### src/rtl/plic_axil_pkg.sv
// Shared constants, types and lane-index helper for the PLIC AXI4-Lite bridge.
// No logic of its own; imported by the bridge and its holding buffers.
package plic_axil_pkg;

   localparam logic [1:0]  RESP_OKAY              = 2'b00;
   localparam logic [1:0]  RESP_SLVERR            = 2'b10;
   localparam logic [21:0] DEFAULT_REG_ADDR_LIMIT = 22'h20_1000;

   typedef logic [31:0] reg_word_t;

   // A 64-bit bus carries two 32-bit register words; a 32-bit bus has one lane.
   function automatic int lane_idx(input int data_w, input logic addr_b2);
      return (data_w == 64) ? int'(addr_b2) : 0;
   endfunction

endpackage

### src/rtl/plic_axil_buf.sv
// One-entry valid/ready holding register; data held from accept until clr.
// Latency 1 (full rises at the accept edge); in_rdy drops while the entry is occupied.
module plic_axil_buf
   import plic_axil_pkg::*;
#(
   parameter int W = 32
) (
   input  logic         clk,
   input  logic         rst_n,
   input  logic         en,
   input  logic         in_vld,
   output logic         in_rdy,
   input  logic [W-1:0] in_dat,
   output logic         full,
   output logic [W-1:0] out_dat,
   input  logic         clr
);

   assign in_rdy = en && !full;

   always_ff @(posedge clk or negedge rst_n) begin
      if (!rst_n) begin
         full    <= 1'b0;
         out_dat <= '0;
      end else if (clr) begin
         full    <= 1'b0;
      end else if (in_vld && in_rdy) begin
         full    <= 1'b1;
         out_dat <= in_dat;
      end
   end

endmodule

### src/rtl/plic_axil_bridge.sv
// AXI4-Lite slave front-end to the PLIC register port; optional PLIC_AXIL_SLVERR_EN for SLVERR on out-of-range.
// Write strobe 1 cycle after AW+W held, read data 1 cycle after AR; one B and one R outstanding, READY drops while held.
module plic_axil_bridge
   import plic_axil_pkg::*;
#(
   parameter int C_S_AXI_DATA_WIDTH = 64,
   parameter int C_S_AXI_ADDR_WIDTH = 22,
   parameter logic [C_S_AXI_ADDR_WIDTH-1:0] REG_ADDR_LIMIT =
      C_S_AXI_ADDR_WIDTH'(DEFAULT_REG_ADDR_LIMIT)
) (
   input  logic                            S_AXI_ACLK,
   input  logic                            S_AXI_ARESETN,
   input  logic [C_S_AXI_ADDR_WIDTH-1:0]   S_AXI_AWADDR,
   input  logic [2:0]                      S_AXI_AWPROT,
   input  logic                            S_AXI_AWVALID,
   output logic                            S_AXI_AWREADY,
   input  logic [C_S_AXI_DATA_WIDTH-1:0]   S_AXI_WDATA,
   input  logic [C_S_AXI_DATA_WIDTH/8-1:0] S_AXI_WSTRB,
   input  logic                            S_AXI_WVALID,
   output logic                            S_AXI_WREADY,
   output logic [1:0]                      S_AXI_BRESP,
   output logic                            S_AXI_BVALID,
   input  logic                            S_AXI_BREADY,
   input  logic [C_S_AXI_ADDR_WIDTH-1:0]   S_AXI_ARADDR,
   input  logic [2:0]                      S_AXI_ARPROT,
   input  logic                            S_AXI_ARVALID,
   output logic                            S_AXI_ARREADY,
   output logic [C_S_AXI_DATA_WIDTH-1:0]   S_AXI_RDATA,
   output logic [1:0]                      S_AXI_RRESP,
   output logic                            S_AXI_RVALID,
   input  logic                            S_AXI_RREADY,
   output logic [C_S_AXI_ADDR_WIDTH-1:0]   reg_waddr,
   output logic [31:0]                     reg_wdata,
   output logic [3:0]                      reg_wstrb,
   output logic                            reg_wen,
   output logic [C_S_AXI_ADDR_WIDTH-1:0]   reg_raddr,
   output logic                            reg_ren,
   input  logic [31:0]                     reg_rdata
);

   localparam int DW = C_S_AXI_DATA_WIDTH;
   localparam int AW = C_S_AXI_ADDR_WIDTH;
   localparam int SW = DW / 8;

   logic          ready_en;
   logic          aw_full;
   logic [AW-1:0] aw_q;
   logic          w_full;
   logic [SW+DW-1:0] w_q;
   logic          commit;
   logic          aw_in;
   int            wl;
   reg_word_t     wsel;
   logic [3:0]    ssel;
   logic          ar_hs;
   logic          ar_in;
   int            rl;
   logic [DW-1:0] rd_next;

   // READY stays low through reset and rises one edge after release.
   always_ff @(posedge S_AXI_ACLK or negedge S_AXI_ARESETN) begin
      if (!S_AXI_ARESETN) ready_en <= 1'b0;
      else                ready_en <= 1'b1;
   end

   plic_axil_buf #(.W(AW)) u_aw_buf (
      .clk     (S_AXI_ACLK),
      .rst_n   (S_AXI_ARESETN),
      .en      (ready_en),
      .in_vld  (S_AXI_AWVALID),
      .in_rdy  (S_AXI_AWREADY),
      .in_dat  (S_AXI_AWADDR),
      .full    (aw_full),
      .out_dat (aw_q),
      .clr     (commit)
   );

   plic_axil_buf #(.W(SW + DW)) u_w_buf (
      .clk     (S_AXI_ACLK),
      .rst_n   (S_AXI_ARESETN),
      .en      (ready_en),
      .in_vld  (S_AXI_WVALID),
      .in_rdy  (S_AXI_WREADY),
      .in_dat  ({S_AXI_WSTRB, S_AXI_WDATA}),
      .full    (w_full),
      .out_dat (w_q),
      .clr     (commit)
   );

   // Write path: commit waits for a free B slot so each write is strobed exactly once.
   assign commit = aw_full && w_full && !S_AXI_BVALID;
   assign aw_in  = aw_q < REG_ADDR_LIMIT;
   assign wl     = lane_idx(DW, aw_q[2]);

   always_comb begin
      wsel = w_q[wl*32 +: 32];
      ssel = w_q[DW + wl*4 +: 4];
   end

   assign reg_wen   = commit && aw_in;
   assign reg_waddr = {aw_q[AW-1:2], 2'b00};
   assign reg_wdata = wsel;
   assign reg_wstrb = ssel;

   always_ff @(posedge S_AXI_ACLK or negedge S_AXI_ARESETN) begin
      if (!S_AXI_ARESETN) begin
         S_AXI_BVALID <= 1'b0;
         S_AXI_BRESP  <= RESP_OKAY;
      end else if (commit) begin
         S_AXI_BVALID <= 1'b1;
`ifdef PLIC_AXIL_SLVERR_EN
         S_AXI_BRESP  <= aw_in ? RESP_OKAY : RESP_SLVERR;
`else
         S_AXI_BRESP  <= RESP_OKAY;
`endif
      end else if (S_AXI_BVALID && S_AXI_BREADY) begin
         S_AXI_BVALID <= 1'b0;
      end
   end

   // Read path: ARREADY is blocked while R is held, so claim reads strobe once.
   assign S_AXI_ARREADY = ready_en && !S_AXI_RVALID;
   assign ar_hs         = S_AXI_ARVALID && S_AXI_ARREADY;
   assign ar_in         = S_AXI_ARADDR < REG_ADDR_LIMIT;
   assign rl            = lane_idx(DW, S_AXI_ARADDR[2]);
   assign reg_ren       = ar_hs && ar_in;
   assign reg_raddr     = {S_AXI_ARADDR[AW-1:2], 2'b00};

   always_comb begin
      rd_next = '0;
      if (ar_in) rd_next[rl*32 +: 32] = reg_rdata;
   end

   always_ff @(posedge S_AXI_ACLK or negedge S_AXI_ARESETN) begin
      if (!S_AXI_ARESETN) begin
         S_AXI_RVALID <= 1'b0;
         S_AXI_RDATA  <= '0;
         S_AXI_RRESP  <= RESP_OKAY;
      end else if (ar_hs) begin
         S_AXI_RVALID <= 1'b1;
         S_AXI_RDATA  <= rd_next;
`ifdef PLIC_AXIL_SLVERR_EN
         S_AXI_RRESP  <= ar_in ? RESP_OKAY : RESP_SLVERR;
`else
         S_AXI_RRESP  <= RESP_OKAY;
`endif
      end else if (S_AXI_RVALID && S_AXI_RREADY) begin
         S_AXI_RVALID <= 1'b0;
      end
   end

   logic unused_ok;
   assign unused_ok = ^{S_AXI_AWPROT, S_AXI_ARPROT, aw_q[1:0], S_AXI_ARADDR[1:0]};

endmodule

### config.mk
export PLATFORM = sky130hd
export DESIGN_NAME = plic_axil_bridge
export DESIGN_NICKNAME = d
export VERILOG_FILES = /design/src/rtl/plic_axil_pkg.sv /design/src/rtl/plic_axil_buf.sv /design/src/rtl/plic_axil_bridge.sv
export SDC_FILE = /design/constraint.sdc
export NUM_CORES = 1
export LEC_CHECK = 0
export CAP_MARGIN = 40
export CORE_ASPECT_RATIO = 1.5
export CORE_MARGIN = 3
export CORE_UTILIZATION = 42
export DETAILED_ROUTE_END_ITERATION = 7
export PLACE_DENSITY = 0.81
export SYNTH_ARGS = -nofsm -noshare
export SYNTH_HDL_FRONTEND = slang
export SYNTH_SLANG_ARGS = --single-unit
### constraint.sdc
create_clock -name S_AXI_ACLK -period 2.15 [get_ports S_AXI_ACLK]
set_input_delay 0.215 -clock S_AXI_ACLK [delete_from_list [all_inputs] [get_ports S_AXI_ACLK]]
set_output_delay 0.215 -clock S_AXI_ACLK [all_outputs]
set_load 0.02 [all_outputs]
# After elaboration in Yosys (flattened, before gate mapping)
# Index checks and enable logic that the tools add are counted.
# op_classes
addsub,2
n_mul,0
n_div,0
order_cmp,2
n_eq_ne,0
shifts,4
mux,9
bitwise,2
reduce_logical,22
# ops
operator,n
$shiftx 72x7->32,1
$shiftx 72x9->4,1
$and 64x64->64,1
$mux 64,1
$shift 32x33->64 const A,1
$shiftx 32x33->64,1
$lt 22x22->1 const B,2
$neg 6->33,1
$logic_and 1x1->1,12
$add 7x3->8 const A,1
$mux 1,8
$reduce_bool 2->1,4
$logic_not 1->1,4
$reduce_and 2->1,2
$not 1->1,1
# word_totals
ff_bits,163
latchBits,0
ramBits,0
rom_bits,0
in_bits,161
out_inout_bits,155
word_cells,49
n_memories,0

# Logic depth before layout (Yosys ltp)
# Gate-level depths: netlist of run 1.
# depth
ltp_word,5
ltp_mapped,5
mapped_depth_nobuf,3

# Cells and area by module
# Synthesis of run 1 repeated with hierarchy kept, for this count alone.
# unflattened
hier_cells,517
hier_area_um2,7566.0
# by_module_without_submodules
mod,n_inst,cells_each,area_each_um2,seq_area_each_um2
plic_axil_bridge,1,309,3504.6,1676.6
plic_axil_buf (u_w_buf),1,157,3091.7,1826.8
plic_axil_buf (u_aw_buf),1,51,969.7,575.6

# Worst setup path before layout of run 1
# No wires, ideal clock.
# synth_path
path_kind,in2out
start,input S_AXI_ARADDR[14]
end,output reg_ren
t_arrival_ns,1.702
required_ns,1.935
path_slack_ns,0.233
stages,4
path_cell_list,or4_4 > o41a_1 > buf_6 > nor2_1
# synth_between
elab_chain_cells,2
# synth_lines
item,line,text
start: declaration,plic_axil_bridge.sv:24,"input logic [C_S_AXI_ADDR_WIDTH-1:0] S_AXI_ARADDR,"
$lt 22x22->1,plic_axil_bridge.sv:124,assign ar_in = S_AXI_ARADDR < REG_ADDR_LIMIT;
$logic_and 1x1->1,plic_axil_bridge.sv:126,assign reg_ren = ar_hs && ar_in;
end: declaration,plic_axil_bridge.sv:37,"output logic reg_ren,"
# Every way passes these cells.

# Worst setup path in the final report of run 1
# layout_path
start,input S_AXI_ARADDR[12]
end,output reg_ren
# Same word-level chain as after synthesis.

==> flow_summary.toml, run 1 <==
[run_status]
status = "finished, final reports clean"

[global_routing]
antenna_found_initial = 0
gr-usage-all-layers = 0.218
globalRouteMet2Util = 0.385
first_global_vias = 5661
grt-busiest-layer = "met2"
grt_overflow_total = 0
gr-usage-met1 = 0.233
grt.met3_usage = 0.0956
largest_net_degree_at_the_start_of_global_routing = 67
grt_pass1_wl_um = 30000

[job]
drv.max_cap_violation_count = 0

[critical_path]
worst_ep_arrival_time_ns = 1.88
critical_path.n_buffers_inverters = 2
timing.critical_path.to_type = "output pin"
worst_ep_required_time_ns = 1.93
crit_chain = "clkdlybuf4s50_1 > or4_4 > o41a_1 > nor2_1 > buf_2"
worst-setup-path-type = "primary input to output pin"
crit_fanout = 2
critical_path.max_stage_delay_ns = 0.51
family_with_the_most_delay_on_the_worst_path = "buffers and inverters"
critical_path.slowest_cell = "or4_4"
worstSetupStartpointType = "primary input"

[finish]
layout-drive-gt1-share = 0.248
design.final.nets = 935
insertedDiodeCount = 0
final_core_density = 0.656
post_layout_nonfiller_instances = 990
layout.area.seq_um2 = 4030
most_common_cell_after_layout_fill_and_taps_aside = "clkdlybuf4s50_1"
syn2layout_area_growth_pct = 51.7
area_used_by_multi_input_combinational_logic_um2 = 2440
n_fill_cell = 1205
most-common-layout-cells = "240 x clkdlybuf4s50_1, 161 x dfrtp_1, 128 x mux2_2, 34 x nand3_1, 34 x nand2_1"

[logic_synthesis]
main_combinational_cell_family_by_area_after_synthesis = "multiplexers"
yosysUniqueCellTypes = 24
synth_xor_xnor_area_share = 0
ys.warnings.count = 0
synth_top_cells_by_area = "dfrtp_1 59%, mux2_2 21%, a32o_1 4.7%"
post_synthesis_register_bit_count = 161
synth.yosys.seq_area_share = 0.589
synth_area_per_cell_um2 = 13.4
synthMuxAreaShare = 0.211
synth-compound-area-share = 0.0845
synth-simple-area-share = 0.0559
syn-cell-area_um2 = 6840
synthAdderAreaFrac = 0
largest_area_contributor_in_the_netlist = "dfrtp_1"
yosysTopAreaCellShare = 0.589
syn_inst = 512

[cts]
cts.sink_count = 161
max_h_tree_level = 4
clock_tree.buffer_depth = 2
cts_root_buf = "clkbuf_16"
clock_pin_slew_on_the_worst_setup_and_hold_paths_ns = 0.07
tritoncts = "built"
clock_latency_ns = 0.42
cts_inserted_buffers = 17

[sta]
final.setup.tns_ns = 0
clock-skew-final_ns = 0.0133
timing.final.setup_violations = 0
grt_setup_unrepaired = "no"
post-route-min-period_ns = 2.09
max_freq_ghz = 0.478
max-slew-margin-rel = 0.620
timing_max_transition_violations_final = 0
actual_transition_at_the_worst_max_transition_pin_ns = 0.570
layout_worst_path_cycle_share = 0.974
final_hold_viol_count = 0

[place]
dpl.cell_count = 957
buffer_ports.inserted = 279
globalplace.congestion = 0.825
hpwlAfterDp_um = 14300

[floorplan]
width_of_the_die_um = 110
boundaryPins = 316
row_count = 56
core_region_area_um2 = 15800
die_h_um = 162
die-area_um2 = 17900
floorplan.initialDensity = 0.432

[pwr]
netSwitchingFraction = 0.335
switching_power_mw = 4.34
clock_power_share = 0.245
p_leak_nw = 4.43
comb_power_share = 0.397
share_seq_of_total_power = 0.357
internal_power_mw = 8.63
power_density_nw_per_um2 = 1250
vdd.ir_drop.worst_mv = 0.744

[detailed_routing]
drtPass1Iterations = 4
detailroute.via_count = 5142
post_route_wl_um = 19600
antenna_left = 0
wl_per_cell_um = 19.8
vias_per_cell = 5.19
drt_iter0_drcs = 184
drc_errors = 0

[min_path]
path_class_of_the_lowest_slack_min_delay_path = "primary input to asynchronous set/reset pin"
==> what timing repair did <==
action,4_1_cts,5_1_grt
resized for setup,36,5
buffers inserted,0,0
hold endpoints to repair,53,0
pin swaps,0,0
setup endpoints to repair,33,5
hold buffers,1,0
==> routing by layer <==
layer	part of all wire	routed length [um]	up-vias
met5	0	0	-
met4	0.018	360	0
li1	-	-	2323
met2	0.51	10000	246
met3	0.11	2230	26
met1	0.35	6950	2547
==> cell families after synthesis <==
group / Yosys count
flops: 161
mux: 128
simple gates: 82
compound gates: 71
buf+inv: 68
other cells: 2
==> registers in the layout, summed over array words and instances, names as in the netlist <==
| register | count |
|---|---|
| u_aw_buf.out_dat | 20 |
| ready_en | 1 |
| u_aw_buf.full | 1 |
| S_AXI_RDATA | 64 |
| S_AXI_BVALID | 1 |
| u_w_buf.full | 1 |
| u_w_buf.out_dat | 72 |
| S_AXI_RVALID | 1 |
==> power by group through the flow <==
| stage | clock, mW | combinational [mW] | sequential, mW |
|---|---|---|---|
| finish | 3.18 | 5.16 | 4.63 |
| global route | 3.36 | 5.50 | 4.76 |
| CTS | 3.26 | 5.25 | 4.64 |
| detailed placement | 0 | 5.57 | 4.69 |
| global placement | 0 | 5.46 | 4.59 |
| floorplan | 0 | 2.69 | 4.91 |
==> final cells by class <==
| cell class | instances | share of cell area |
|---|---|---|
| clock buffer | 18 | 0.0413 |
| clock inverter | 14 | 0.0183 |
| inverter | 3 | 0.00108 |
| multi-input combinational | 290 | 0.235 |
| sequential | 161 | 0.388 |
| tap | 203 | 0.0245 |
| timing repair buffer | 301 | 0.292 |
==> final timing paths <==
| path | startpoint | endpoint | slack, ns | cells past startpoint |
|---|---|---|---|---|
| worst max-delay path | S_AXI_ARADDR[12] | reg_ren | 0.06 | 5 |
| worst min-delay path | S_AXI_ARESETN | u_w_buf.out_dat[36] | 0.36 | 2 |
| worst max register to register | ready_en | S_AXI_RDATA[5] | 0.42 | 5 |
| worst min register to register | S_AXI_RDATA[60] | S_AXI_RDATA[60] | 0.48 | 2 |
| max in group asynchronous | S_AXI_ARESETN | u_w_buf.out_dat[17] | 1.14 | 3 |
| min in group S_AXI_ACLK | S_AXI_RREADY | S_AXI_RVALID | 0.36 | 2 |
==> metrics by stage <==
stage | setup WS, ns | area, um^2 | hold slack [ns] | power [mW]
2_1_floorplan | 0.233 | 6870 | -0.0806 | 7.60
3_3_place_gp | -0.388 | 9790 | 0.220 | 10.0
3_5_place_dp | -0.400 | 9790 | 0.237 | 10.3
4_1_cts | 0.00130 | 10400 | 0.342 | 13.1
5_1_grt | 0.00242 | 10400 | 0.387 | 13.6
6_report | 0.0563 | 10400 | 0.357 | 13.0
==> cell usage after synthesis <==
library cell	instances
nor2b_1	4
o41a_1	1
clkbuf_1	31
nor2_1	3
or3_1	1
nand3b_1	1
o21ai_2	9
a32o_1	32
nor3_1	1
or4_4	1
o41ai_4	1
inv_1	3
nor4_1	1
conb_1	2
nand3_1	34
o21ai_1	20
buf_4	28
buf_6	6
and3b_1	1
nand2_1	35
o21ai_0	7
dfrtp_1	161
mux2_2	128
a21oi_1	1
Note: power is estimated with default switching activity, not from simulation.
==> run 2: changes to the inputs <==
- CTS_CLUSTER_DIAMETER: default -> 80
- SKIP_LAST_GASP: default -> 1
==> run 2 against run 1 <==
- wire length hardly changed
- via count stayed put
- critical path depth stayed put
- worst hold slack stayed put
- largest power group unchanged
- highest routed layer unchanged
==> flow_summary.toml, run 2 (synthesized netlist as in run 1, its figures left out) <==
[run_status]
status = "finished, final reports clean"

[global_routing]
gr-usage-all-layers = 0.218
grt_pass1_wl_um = 30000
grt_overflow_total = 0
antenna_found_initial = 0
largest_net_degree_at_the_start_of_global_routing = 67
first_global_vias = 5661

[critical_path]
worst-setup-path-type = "primary input to output pin"
critical_path.slowest_cell = "or4_4"
launch_point_of_the_worst_reg_to_reg_path = "ready_en"
critical_path.max_stage_delay_ns = 0.51
worstSetupStartpointType = "primary input"
setup.worst_path.start = "S_AXI_ARADDR[12]"
worst_ep_arrival_time_ns = 1.89
crit_fanout = 2
crit_chain = "clkdlybuf4s50_1 > or4_4 > o41a_1 > nor2_1 > clkbuf_2"
timing.critical_path.to_type = "output pin"
worst_ep_required_time_ns = 1.93

[cts]
post-cts-setup-buffers = 0
cts_inserted_buffers = 17
max_h_tree_level = 4
clock_latency_ns = 0.42
clock_tree.buffer_depth = 2
cts_root_buf = "clkbuf_16"
tritoncts = "built"
clock_pin_slew_on_the_worst_setup_and_hold_paths_ns = 0.07
cts.sink_count = 161

[floorplan]
boundaryPins = 316
width_of_the_die_um = 110
die-area_um2 = 17900
floorplan.initialDensity = 0.432
row_count = 56
die_h_um = 162
core_region_area_um2 = 15800

[job]
drv.max_cap_violation_count = 0

[sta]
final.setup.tns_ns = 0
max_freq_ghz = 0.475
max-slew-margin-rel = 0.620
actual_transition_at_the_worst_max_transition_pin_ns = 0.570
timing_max_transition_violations_final = 0
clock-skew-final_ns = 0.0133
post-route-min-period_ns = 2.11
timing.final.setup_violations = 0
final_hold_viol_count = 0
grt_setup_unrepaired = "yes"
layout_worst_path_cycle_share = 0.980

[detailed_routing]
vias_per_cell = 5.19
wl_per_cell_um = 19.8
antenna_left = 0
drtPass1Iterations = 4
detailroute.via_count = 5142
drt_iter0_drcs = 184
drc_errors = 0
post_route_wl_um = 19600

[finish]
insertedDiodeCount = 0
largest_register = "u_w_buf.out_dat"
n_fill_cell = 1205
most_common_cell_after_layout_fill_and_taps_aside = "clkdlybuf4s50_1"
final_core_density = 0.656
largest_reg_flops = 72
syn2layout_area_growth_pct = 51.7
design.final.nets = 935
top_regs = "u_w_buf.out_dat: 72 flops, S_AXI_RDATA: 64 flops, u_aw_buf.out_dat: 20 flops"
most-common-layout-cells = "240 x clkdlybuf4s50_1, 161 x dfrtp_1, 128 x mux2_2, 34 x nand3_1, 34 x nand2_1"
layout.area.seq_um2 = 4030
area_used_by_multi_input_combinational_logic_um2 = 2440
post-route-cell-area_um2 = 10400
layout-drive-gt1-share = 0.248

[place]
globalplace.congestion = 0.825
buffer_ports.inserted = 279
dpl-instance-area_um2 = 9790
hpwlAfterDp_um = 14300

[min_path]
path_class_of_the_lowest_slack_min_delay_path = "primary input to asynchronous set/reset pin"

[pwr]
power_density_nw_per_um2 = 1250
vdd.ir_drop.worst_mv = 0.744
p_leak_nw = 4.43
run 2: worst paths after layout:
| kind | to | slack [ns] | depth (start not counted) |
|---|---|---|---|
| setup / recovery | reg_ren | 0.04 | 5 |
| setup reg to reg | S_AXI_RDATA[5] | 0.42 | 5 |
| min in group S_AXI_ACLK | S_AXI_RVALID | 0.36 | 2 |
| hold / removal | u_w_buf.out_dat[36] | 0.36 | 2 |
| max in group asynchronous | u_w_buf.out_dat[17] | 1.14 | 3 |
| hold reg to reg | S_AXI_RDATA[60] | 0.48 | 2 |
run 2: layout make-up:
type | instances | share of cell area
Sequential cell | 161 | 0.388
Timing Repair Buffer | 301 | 0.292
Multi-Input combinational cell | 290 | 0.235
Clock buffer | 18 | 0.0413
Tap cell | 203 | 0.0245
Clock inverter | 14 | 0.0183
Inverter | 3 | 0.00108
run 2: repair_timing:
item / 4_1_cts / 5_1_grt
hold buffers: 1 / 0
resized for setup: 33 / 7
endpoints found under the setup margin: 33 / 6
endpoints found under the hold margin: 53 / 0
cloned: 0 / 0
run 2: worst max-delay path, delay by kind of cell:
family                 cells  cell delay, ns
buffers and inverters      2            0.65
AO/OA/AOI/OAI              1            0.41
AND/OR/NAND/NOR            2            0.62
run 2: metal layers:
layer	global-route usage	share of wire	vias to the layer above
met4	0.0650	0.018	0
met5	0	0	-
met1	0.233	0.35	2547
met3	0.0956	0.11	26
met2	0.385	0.51	246
li1	-	-	2323
run 2: power by group:
| part | total [mW] | switching [mW] | leakage, nW | internal, mW |
|---|---|---|---|---|
| sequential | 4.63 | 0.572 | 2.01 | 4.06 |
| clock | 3.18 | 1.31 | 0.306 | 1.87 |
| combinational | 5.16 | 2.46 | 2.12 | 2.70 |
run 2: metrics by stage:
stage	power (mW)	hold slack [ns]	worst slack (ns)	std cells
after global placement	10.0	0.220	-0.388	957
after detailed placement	10.3	0.237	-0.400	957
after global routing	13.6	0.387	-0.00931	990
after CTS	13.1	0.342	-0.116	990
final	13.0	0.357	0.0430	990
after floorplan	7.60	-0.0806	0.233	519
